$ cat config.mk
export PLATFORM = sky130hd
export DESIGN_NAME = rr_mux_nxw
export DESIGN_NICKNAME = d
export VERILOG_FILES = /design/src/rtl/rr_mux_nxw_pkg.sv /design/src/rtl/rr_mux_nxw_pick.sv /design/src/rtl/rr_mux_nxw.sv
export VERILOG_INCLUDE_DIRS = /design/src /design/src/rtl
export SDC_FILE = /design/constraint.sdc
export NUM_CORES = 1
export LEC_CHECK = 0
export CORE_UTILIZATION = 26
export CTS_CLUSTER_SIZE = 20
export DETAILED_ROUTE_END_ITERATION = 7
export HOLD_SLACK_MARGIN = 0.1
export PLACE_DENSITY = 0.54
export REMOVE_ABC_BUFFERS = 1
export SLEW_MARGIN = 5
export SYNTH_ARGS = -nofsm -noshare
export SYNTH_HDL_FRONTEND = slang
export SYNTH_HIERARCHICAL = 1
export SYNTH_SLANG_ARGS = --single-unit
export TNS_END_PERCENT = 30
$ cat constraint.sdc
create_clock -name clk -period 2.4 [get_ports clk]
set_clock_uncertainty 0.15 [all_clocks]
set_input_delay 0.36 -clock clk [delete_from_list [all_inputs] [get_ports clk]]
set_output_delay 0.36 -clock clk [all_outputs]
set_load 0.05 [all_outputs]
$ cat src/rtl/mux_defs.vh
// Mode encodings shared by the mux slice.
`ifndef MUX_DEFS_VH
`define MUX_DEFS_VH
`define MODE_DIRECT 1'b0
`define MODE_RR     1'b1
`endif

$ cat src/rtl/rr_mux_nxw_pkg.sv
// Shared types for the N-channel round-robin / direct mux.
package rr_mux_nxw_pkg;
`include "mux_defs.vh"

  typedef enum logic {
    MODE_DIRECT_E = `MODE_DIRECT,
    MODE_RR_E     = `MODE_RR
  } mode_e;

endpackage

$ cat src/rtl/rr_mux_nxw_pick.sv
// Rotating-priority search: first set request at or above ptr, wrapping to 0.
module rr_pick #(
  parameter int N_CH = 4,
  parameter int CH_W = $clog2(N_CH)
) (
  input  logic [N_CH-1:0] req,
  input  logic [CH_W-1:0] ptr,
  output logic            found,
  output logic [CH_W-1:0] idx
);

  logic [CH_W-1:0] cand;

  // Walk offsets from farthest to nearest so the nearest match wins.
  always_comb begin
    found = 1'b0;
    idx   = '0;
    cand  = '0;
    for (int off = N_CH - 1; off >= 0; off--) begin
      cand = ptr + CH_W'(off);
      if (req[cand]) begin
        found = 1'b1;
        idx   = cand;
      end
    end
  end

endmodule

$ cat src/rtl/rr_mux_nxw.sv
// N-channel mux with direct or round-robin selection and a registered output stage.
module rr_mux_nxw
  import rr_mux_nxw_pkg::*;
#(
  parameter int N_CH  = 4,
  parameter int WIDTH = 8,
  parameter int CH_W  = $clog2(N_CH)
) (
  input  logic                  clk,
  input  logic                  rst,
  input  logic                  mode,
  input  logic [CH_W-1:0]       sel,
  input  logic [N_CH*WIDTH-1:0] in_data,
  input  logic [N_CH-1:0]       in_valid,
  output logic [N_CH-1:0]       in_ready,
  output logic [WIDTH-1:0]      out_data,
  output logic [CH_W-1:0]       out_ch,
  output logic                  out_valid,
  input  logic                  out_ready
);

  // Handshake: an input word moves when in_valid[i] && in_ready[i]; the
  // output word moves when out_valid && out_ready. in_ready is one-hot or zero.

  logic [WIDTH-1:0] out_data_q, out_data_d;
  logic [CH_W-1:0]  out_ch_q, out_ch_d;
  logic             out_valid_q, out_valid_d;
  logic [CH_W-1:0]  ptr_q, ptr_d;

  logic            rr_found;
  logic [CH_W-1:0] rr_idx;
  logic            load_en;
  logic            cand_ok;
  logic [CH_W-1:0] cand;
  logic            grant;

  rr_pick #(.N_CH(N_CH), .CH_W(CH_W)) u_pick (
    .req   (in_valid),
    .ptr   (ptr_q),
    .found (rr_found),
    .idx   (rr_idx)
  );

  always_comb begin
    load_en     = !out_valid_q || out_ready;
    cand        = sel;
    cand_ok     = in_valid[sel];
    if (mode == MODE_RR_E) begin
      cand    = rr_idx;
      cand_ok = rr_found;
    end
    // Reset masks the grant so nothing is consumed while the stage is cleared.
    grant       = cand_ok && load_en && !rst;
    in_ready    = '0;
    if (grant) in_ready[cand] = 1'b1;

    out_data_d  = out_data_q;
    out_ch_d    = out_ch_q;
    out_valid_d = out_valid_q;
    ptr_d       = ptr_q;
    if (grant) begin
      out_data_d  = in_data[int'(cand)*WIDTH +: WIDTH];
      out_ch_d    = cand;
      out_valid_d = 1'b1;
      if (mode == MODE_RR_E) ptr_d = cand + CH_W'(1);
    end else if (out_ready) begin
      out_valid_d = 1'b0;
    end
  end

  always_ff @(posedge clk) begin
    if (rst) begin
      out_data_q  <= '0;
      out_ch_q    <= '0;
      out_valid_q <= 1'b0;
      ptr_q       <= '0;
    end else begin
      out_data_q  <= out_data_d;
      out_ch_q    <= out_ch_d;
      out_valid_q <= out_valid_d;
      ptr_q       <= ptr_d;
    end
  end

  assign out_data  = out_data_q;
  assign out_ch    = out_ch_q;
  assign out_valid = out_valid_q;

endmodule

# Word-level counts from Yosys, hierarchy flattened
# Index checks and enable logic that the tools add are counted.
[totals]
regBits = 13
in_bits = 42
out_inout_bits = 15
elab_cells = 49
[op_classes]
add_sub_neg = 4
n_lt_le_gt_ge = 7
shifts = 1
muxes = 25
n_reduce_logical = 8
[op_table]
columns = ["op", "count"]
rows = [
  ["variable part select 32 x 6 -> 8 bit", 1],
  ["less-than comparator 2 x 3 -> 1 bit (second input constant)", 6],
  ["two-way mux 1 bit", 13],
  ["binary-select mux 1 bit (select 2 bit)", 5],
  ["two-way mux 2 bit", 5],
  ["adder 2 x 1 -> 2 bit (second input constant)", 2],
  ["adder 2 bit (second input constant)", 2],
  ["two-way mux 4 bit", 1],
  ["logical AND 1 bit", 3],
  ["demux 1 bit (select 2 bit)", 1],
  ["greater-or-equal comparator 2 x 1 -> 1 bit (second input constant)", 1],
  ["zero test 1 bit", 2],
  ["AND reduction 2 bit", 1],
  ["nonzero test 2 bit", 1],
  ["logical OR 1 bit", 1],
]

# Longest topological paths before layout
# Gate-level depths: netlist of run 1.
[logic_depth]
ltp_word = 13
ltp_mapped = 9
mapped_depth_nobuf = 7

# By module
# The synthesis of run 1 kept the hierarchy.
[modules_own_cells]
columns = ["mod", "instances", "cells_per_inst", "area_each_um2", "seq_area_each_um2"]
rows = [
  ["rr_mux_nxw", 1, 104, 970.9, 260.2],
  ["rr_pick", 1, 13, 77.6, 0.0],
]

# Worst setup path before layout of run 1
# Ideal clock, no wire load.
[synth_timing]
path_type = "input to output"
from = "input in_valid[3]"
to = "output in_ready[0]"
arrival_time_ns = 1.766
required_time_ns = 1.890
slack_ns = 0.124
path_stages = 8
path_cell_list = "nand2b_1 -> a211oi_1 -> nor2_1 -> mux2i_1 -> buf_6 -> buf_12 -> ha_1 -> and2_1"
[synth_between]
elab_chain_cells = 12
[synth_lines]
columns = ["element", "line_no", "source"]
rows = [
  ["start, declared", "rr_mux_nxw.sv:14", "input logic [N_CH-1:0] in_valid,"],
  ["binary-select mux 1 bit (select 2 bit)", "rr_mux_nxw_pick.sv:21", "if (req[cand]) begin"],
  ["two-way mux 1 bit (not written as such)", "rr_mux_nxw_pick.sv:21", ""],
  ["two-way mux 2 bit (3 in series)", "rr_mux_nxw_pick.sv:21", ""],
  ["two-way mux 2 bit *", "rr_mux_nxw_pick.sv:21", ""],
  ["net rr_idx[1]", "rr_mux_nxw.sv:31", "logic [CH_W-1:0] rr_idx;"],
  ["two-way mux 2 bit *", "rr_mux_nxw.sv:48", "if (mode == MODE_RR_E) begin"],
  ["less-than comparator 2 x 3 -> 1 bit (not written as such) or greater-or-equal comparator 2 x 1 -> 1 bit (tied branches)", "rr_mux_nxw.sv:55", "if (grant) in_ready[cand] = 1'b1;"],
  ["logical AND 1 bit (not written as such)", "rr_mux_nxw.sv:55", ""],
  ["two-way mux 1 bit (not written as such)", "rr_mux_nxw.sv:55", ""],
  ["demux 1 bit (select 2 bit) *", "rr_mux_nxw.sv:55", ""],
  ["two-way mux 4 bit *", "rr_mux_nxw.sv:55", ""],
  ["end, declared", "rr_mux_nxw.sv:15", "output logic [N_CH-1:0] in_ready,"],
]
# Mark *: on every way through the listed nets, which the timed path passes. The rest lies on a longest branch. The select of a mux whose other input is x is not followed.

# Worst setup path after layout of run 1
[layout_timing]
from = "input in_valid[3]"
to = "output in_ready[1]"
[layout_between]
elab_chain_cells = 12
[layout_lines]
columns = ["element", "line_no", "source"]
rows = [
  ["binary-select mux 1 bit (select 2 bit)", "rr_mux_nxw_pick.sv:21", ""],
  ["two-way mux 1 bit (not written as such)", "rr_mux_nxw_pick.sv:21", ""],
  ["two-way mux 2 bit (3 in series)", "rr_mux_nxw_pick.sv:21", ""],
  ["two-way mux 2 bit *", "rr_mux_nxw_pick.sv:21", ""],
  ["net rr_idx[0]", "rr_mux_nxw.sv:31", ""],
  ["two-way mux 2 bit *", "rr_mux_nxw.sv:48", ""],
  ["net cand[0]", "rr_mux_nxw.sv:34", "logic [CH_W-1:0] cand;"],
  ["less-than comparator 2 x 3 -> 1 bit (not written as such) or greater-or-equal comparator 2 x 1 -> 1 bit (tied branches)", "rr_mux_nxw.sv:55", ""],
  ["logical AND 1 bit (not written as such)", "rr_mux_nxw.sv:55", ""],
  ["two-way mux 1 bit (not written as such)", "rr_mux_nxw.sv:55", ""],
  ["demux 1 bit (select 2 bit) *", "rr_mux_nxw.sv:55", ""],
  ["two-way mux 4 bit *", "rr_mux_nxw.sv:55", ""],
]
# Marked as above.

==> results of run 1 <==
[metal layers]
| layer | GRT usage (%) | vias to the layer above | wire (µm) |
|---|---|---|---|
| li1 | - | 545 | - |
| met1 | 14.6 | 499 | 1130 |
| met2 | 26.7 | 46 | 1400 |
| met3 | 4.86 | 2 | 259 |
| met4 | 4.89 | 0 | 17 |
| met5 | 0 | - | 0 |
[power breakdown]
group          internal (W)  switching [W]
sequential         0.000241      0.0000146
combinational      0.000211       0.000208
clock              0.000117      0.0000708
[kinds of logic after synthesis]
group / synth area share [%]
AO/OA/AOI/OAI: 17.9
adder cells (fa/ha/maj): 4.77
buffers and inverters: 5.97
flip-flops: 24.8
multiplexers: 29.0
AND/OR/NAND/NOR: 17.5
[area by class of cell]
| class | instances | area [µm²] |
|---|---|---|
| flip-flops and latches | 13 | 265 |
| repair buffers | 71 | 701 |
| well taps | 48 | 60.1 |
| clock buffers | 4 | 45.0 |
| fillers | 367 | 1940 |
| inverters | 2 | 7.51 |
| multi-input cells | 95 | 757 |
[worst max-delay path, delay by kind of cell]
kind,cells,cell delay [ns]
AO/OA/AOI/OAI,1,0.09
adder cells (fa/ha/maj),1,0.19
buffers and inverters,5,0.73
AND/OR/NAND/NOR,1,0.14
multiplexers,2,0.28
[worst max path at each step]
| stage | startpoint | to | slack, ns |
|---|---|---|---|
| 4_1_cts | ptr_q[0] | in_ready[0] | 0.04 |
| 5_1_grt | ptr_q[0] | in_ready[0] | -0.03 |
| 2_1_floorplan | in_valid[3] | in_ready[0] | -0.99 |
| 6_report | in_valid[3] | in_ready[1] | 0.1 |
| 3_3_place_gp | in_valid[1] | in_ready[3] | -0.18 |
| 3_5_place_dp | in_valid[1] | in_ready[2] | -0.25 |
[placed cells by master (no fill, tap or decap), drive strengths merged, types with 4 or more instances in the layout]
cell	instances
nor2b	10
nor2	5
a21oi	4
clkbuf	4
ha	4
nand2	5
dlygate4sd2	4
clkdlybuf4s50	47
mux2	8
mux2i	21
and2	4
buf	19
o21ai	22
dfxtp	13
nand2b	5
[registers in the layout, indices dropped and copies added (netlist names)]
register	count
out_data	8
out_valid	1
ptr_q	2
out_ch	2
[through the flow]
stage	total power [W]	std cells
detailed placement	0.000665	225
finish	0.000862	233
global route	0.000921	233
floorplan	0.000486	110
CTS	0.000873	233
global placement	0.000661	225
[timing repair]
action / 4_1_cts / 5_1_grt
hold buffers: 0 / 0
resized for setup: 11 / 9
setup endpoints to repair: 4 / 5
pin swaps: 1 / 2
buffers inserted: 4 / 0
==> flow_summary.toml, run 1 <==
[run_status]
status = "finished clean"

[layout]
drive_above_1_share_pct = 26.5
antenna_cells = 0
fin_area_um2 = 1840
syn_to_final_growth_pct = 75.1
final_nets = 232
fin_util_pct = 48.7

[clocking]
cts-htree-levels = 1
cts_tree = "built"
clk_pin_slew_ns = 0.05
cts_sinks = 13
clk_latency_ns = 0.23
cts_root_buf = "clkbuf_8"
clk_path_buf_depth = 2
cts_buffers = 3

[detailed_routing]
wl_per_cell_um = 12.0
drc_errors = 0
ant_nets = 0
via_per_inst = 4.69
first_iter_violations = 24
finalWirelength_um = 2800
dr.pass1.iters = 4
vias = 1092

[global_routing]
grt_pass1_vias = 1188
antenna_found_initial = 0
grt_max_degree = 15
grtUsageTotal_pct = 14.3
grt_pass1_wl_um = 4770
gr-total-overflow = 0

[timing]
hold_violations = 0
rsz0062_at_grt = "true"
period_minus_slack_ns = 2.30
final.setup.tns_ns = 0
fin_ws_ns = 0.0978
finalCritPeriodShare_pct = 95.9
fin_hold_ws_ns = 0.386
relSlewSlack_pct = 64.2
worst-slew-pin-transition_ns = 0.538
max_freq_mhz = 434
setup_violations = 0
slew_viol_final = 0

[setup_path]
cp.arrival_ns = 1.79
r2r_cells = 10
rrSetupSlack_ns = 0.23
path_class = "in2out"
start_kind = "input port"
cp_slowest_cell = "dlygate4sd2_1"
crit_top_cell = "mux2i_1"
critical_path.cell_chain = "dlygate4sd2_1, buf_6, mux2i_1, a211oi_2, mux2i_1, buf_4, inv_1, ha_1, and2_4, buf_8"
critical_path_required_ns = 1.89
crit_path_end_kind = "output port"
r2r_start = "ptr_q[0]"
reg2reg_to = "out_data[6]"
max_stage_delay_ns = 0.26
path_max_fanout = 4

[floorplanning]
dieArea_um2 = 4290
die_x_um = 65.5
core_area_um2 = 3770
initial_core_util_pct = 27.8
die_h_um = 65.5
rows = 22
ioPinCount = 57

[synthesis]
synthesis.area_per_instance_um2 = 8.96
synth_edf_count = 0
ys.warnings.count = 6
yosys.area.top_type_share_pct = 24.8
synth-seq-cells = 13
yosysMostFrequentCell = "mux2i_1"
netlist_instances = 117
synthFlopType = "dfxtp_1"
synth_common_cells = "mux2i_1 (21), dfxtp_1 (13), nor2b_1 (10), o21ai_0 (10), o21ai_2 (7)"
async_flop_share_pct = 0
synth_area_leader_cell = "dfxtp_1"
ys_seq_area_share_pct = 24.8
syn-cell-area_um2 = 1050
synth_area_leaders = "dfxtp_1 (25%), mux2i_1 (20%), mux2_2 (6.4%)"
yosysUniqueCellTypes = 26

[min_path]
hold_path.class = "reg2reg"
hold_depth = 2
whs_endpoint = "ptr_q[1]"
min_from = "ptr_q[1]"

[power_and_ir_drop]
irDropWorstVdd_mv = 0.210
leakage_nw = 0.790
power.density_nw_per_um2 = 470

[place]
dpl_cell_area_um2 = 1720
io_buffers = 56
globalplace.congestion = 0.730
dpl_worst_slack_ns = -0.253
dp_hpwl_um = 2160

[flow_run]
cap_violations = 0
Note: power is estimated with default switching activity, not from simulation.
==> run 2, diff against run 1 <==
- CORE_ASPECT_RATIO: not set -> 1.4
- CTS_BUF_LIST: not set -> sky130_fd_sc_hd__clkbuf_16
- clock period: 2.4 -> 2.6 ns (I/O delays scaled with it)
==> flow_summary.toml, run 2 (synthesis gave the netlist of run 1 again) <==
[place]
io_buffers = 56
place_inst = 218
globalplace.congestion = 0.824
dpl_cell_area_um2 = 1700
dp_hpwl_um = 2360

[detailed_routing]
drc_errors = 0
dr.pass1.iters = 4
wl_per_cell_um = 13.4
ant_nets = 0
first_iter_violations = 23
via_per_inst = 4.88
finalWirelength_um = 3020
vias = 1099

[timing]
max_freq_mhz = 401
relSlewSlack_pct = 64.2
final.setup.tns_ns = 0
fin_hold_ws_ns = 0.414
slew_viol_final = 0
worst-slew-pin-transition_ns = 0.535
setup_violations = 0
hold_violations = 0
period_minus_slack_ns = 2.49
finalCritPeriodShare_pct = 95.9

[floorplanning]
ioPinCount = 57
rows = 26
dieArea_um2 = 4290
die_x_um = 55.7
core_area_um2 = 3740
die_h_um = 77.1
initial_core_util_pct = 28.0

[global_routing]
grt_pass1_vias = 1107
grt_max_degree = 15
grt_pass1_wl_um = 4940
antenna_found_initial = 0
gr-total-overflow = 0
grtUsageTotal_pct = 14.7

[setup_path]
crit_path_end_kind = "output port"
critical_path_required_ns = 2.06
start_kind = "input port"
cp.arrival_ns = 1.95
path_max_fanout = 5
path_class = "in2out"

[power_and_ir_drop]
leakage_nw = 0.795
irDropWorstVdd_mv = 0.383
power.density_nw_per_um2 = 495

[clocking]
clk_path_buf_depth = 2
clk_pin_slew_ns = 0.04
cts-htree-levels = 1
clk_latency_ns = 0.24
cts_buffers = 3
cts_root_buf = "clkbuf_16"
cts_tree = "built"
cts_sinks = 13

[layout]
final_cell_mix = "clkdlybuf4s50_1 (48), mux2i_1 (20), buf_4 (14)"
fin_area_um2 = 1820
syn_to_final_growth_pct = 73.5
largest_register_ff_count = 8
final_nets = 230
antenna_cells = 0
drive_above_1_share_pct = 21.9
final_common_cell = "clkdlybuf4s50_1"
instances_no_fill = 225

[flow_run]
cap_violations = 0

[run_status]
status = "finished clean"

[min_path]
hold_path.class = "reg2reg"
-- run 2: area by class of cell --
class,count,area [µm²]
repair buffers,69,676
well taps,42,52.6
multi-input cells,95,744
clock inverters,1,3.75
fillers,363,1920
inverters,2,7.51
clock buffers,3,75.1
flip-flops and latches,13,260
-- run 2: report_power, final --
| group | internal [W] | switching, W |
|---|---|---|
| logic | 0.000188 | 0.000192 |
| clock network | 0.000203 | 0.0000816 |
| registers | 0.000223 | 0.0000128 |
| total | 0.000614 | 0.000286 |
-- run 2: worst paths after layout --
kind	from	slack, ns	cells past startpoint	to
setup / recovery	in_valid[3]	0.11	9	in_ready[2]
hold / removal	out_valid	0.41	2	out_valid
setup reg to reg	ptr_q[0]	0.40	9	out_data[6]
hold reg to reg	out_valid	0.41	2	out_valid
-- run 2: stage by stage --
| stage | utilization, % | power (W) | setup WS (ns) |
|---|---|---|---|
| global route | 48.6 | 0.000948 | -0.0123 |
| CTS | 48.2 | 0.000906 | 0.0147 |
| finish | 48.6 | 0.000900 | 0.107 |
| global placement | 45.5 | 0.000607 | -0.109 |
| floorplan | - | 0.000449 | -0.847 |
| detailed placement | 45.5 | 0.000613 | -0.112 |
-- run 2: layer usage --
layer,global-route usage [%],up-vias,share of wire [%]
met4,8.75,0,4.2
met2,27.6,40,52
met5,0,-,0
met1,14.7,504,39
met3,2.53,10,4.6
li1,-,545,-
-- run 2: what timing repair did --
action	in CTS	in global routing
resized for setup	5	3
buffers inserted	3	0
endpoints found under the setup margin	4	4
pin swaps	2	0
hold buffers	0	0
-- run 2: critical path, stage by stage --
cell	delay [ns]
dlygate4sd2_1	0.27
nand2b_4	0.15
a211oi_2	0.21
nor2_1	0.08
mux2i_2	0.26
inv_1	0.11
ha_1	0.19
and2_4	0.14
buf_12	0.14
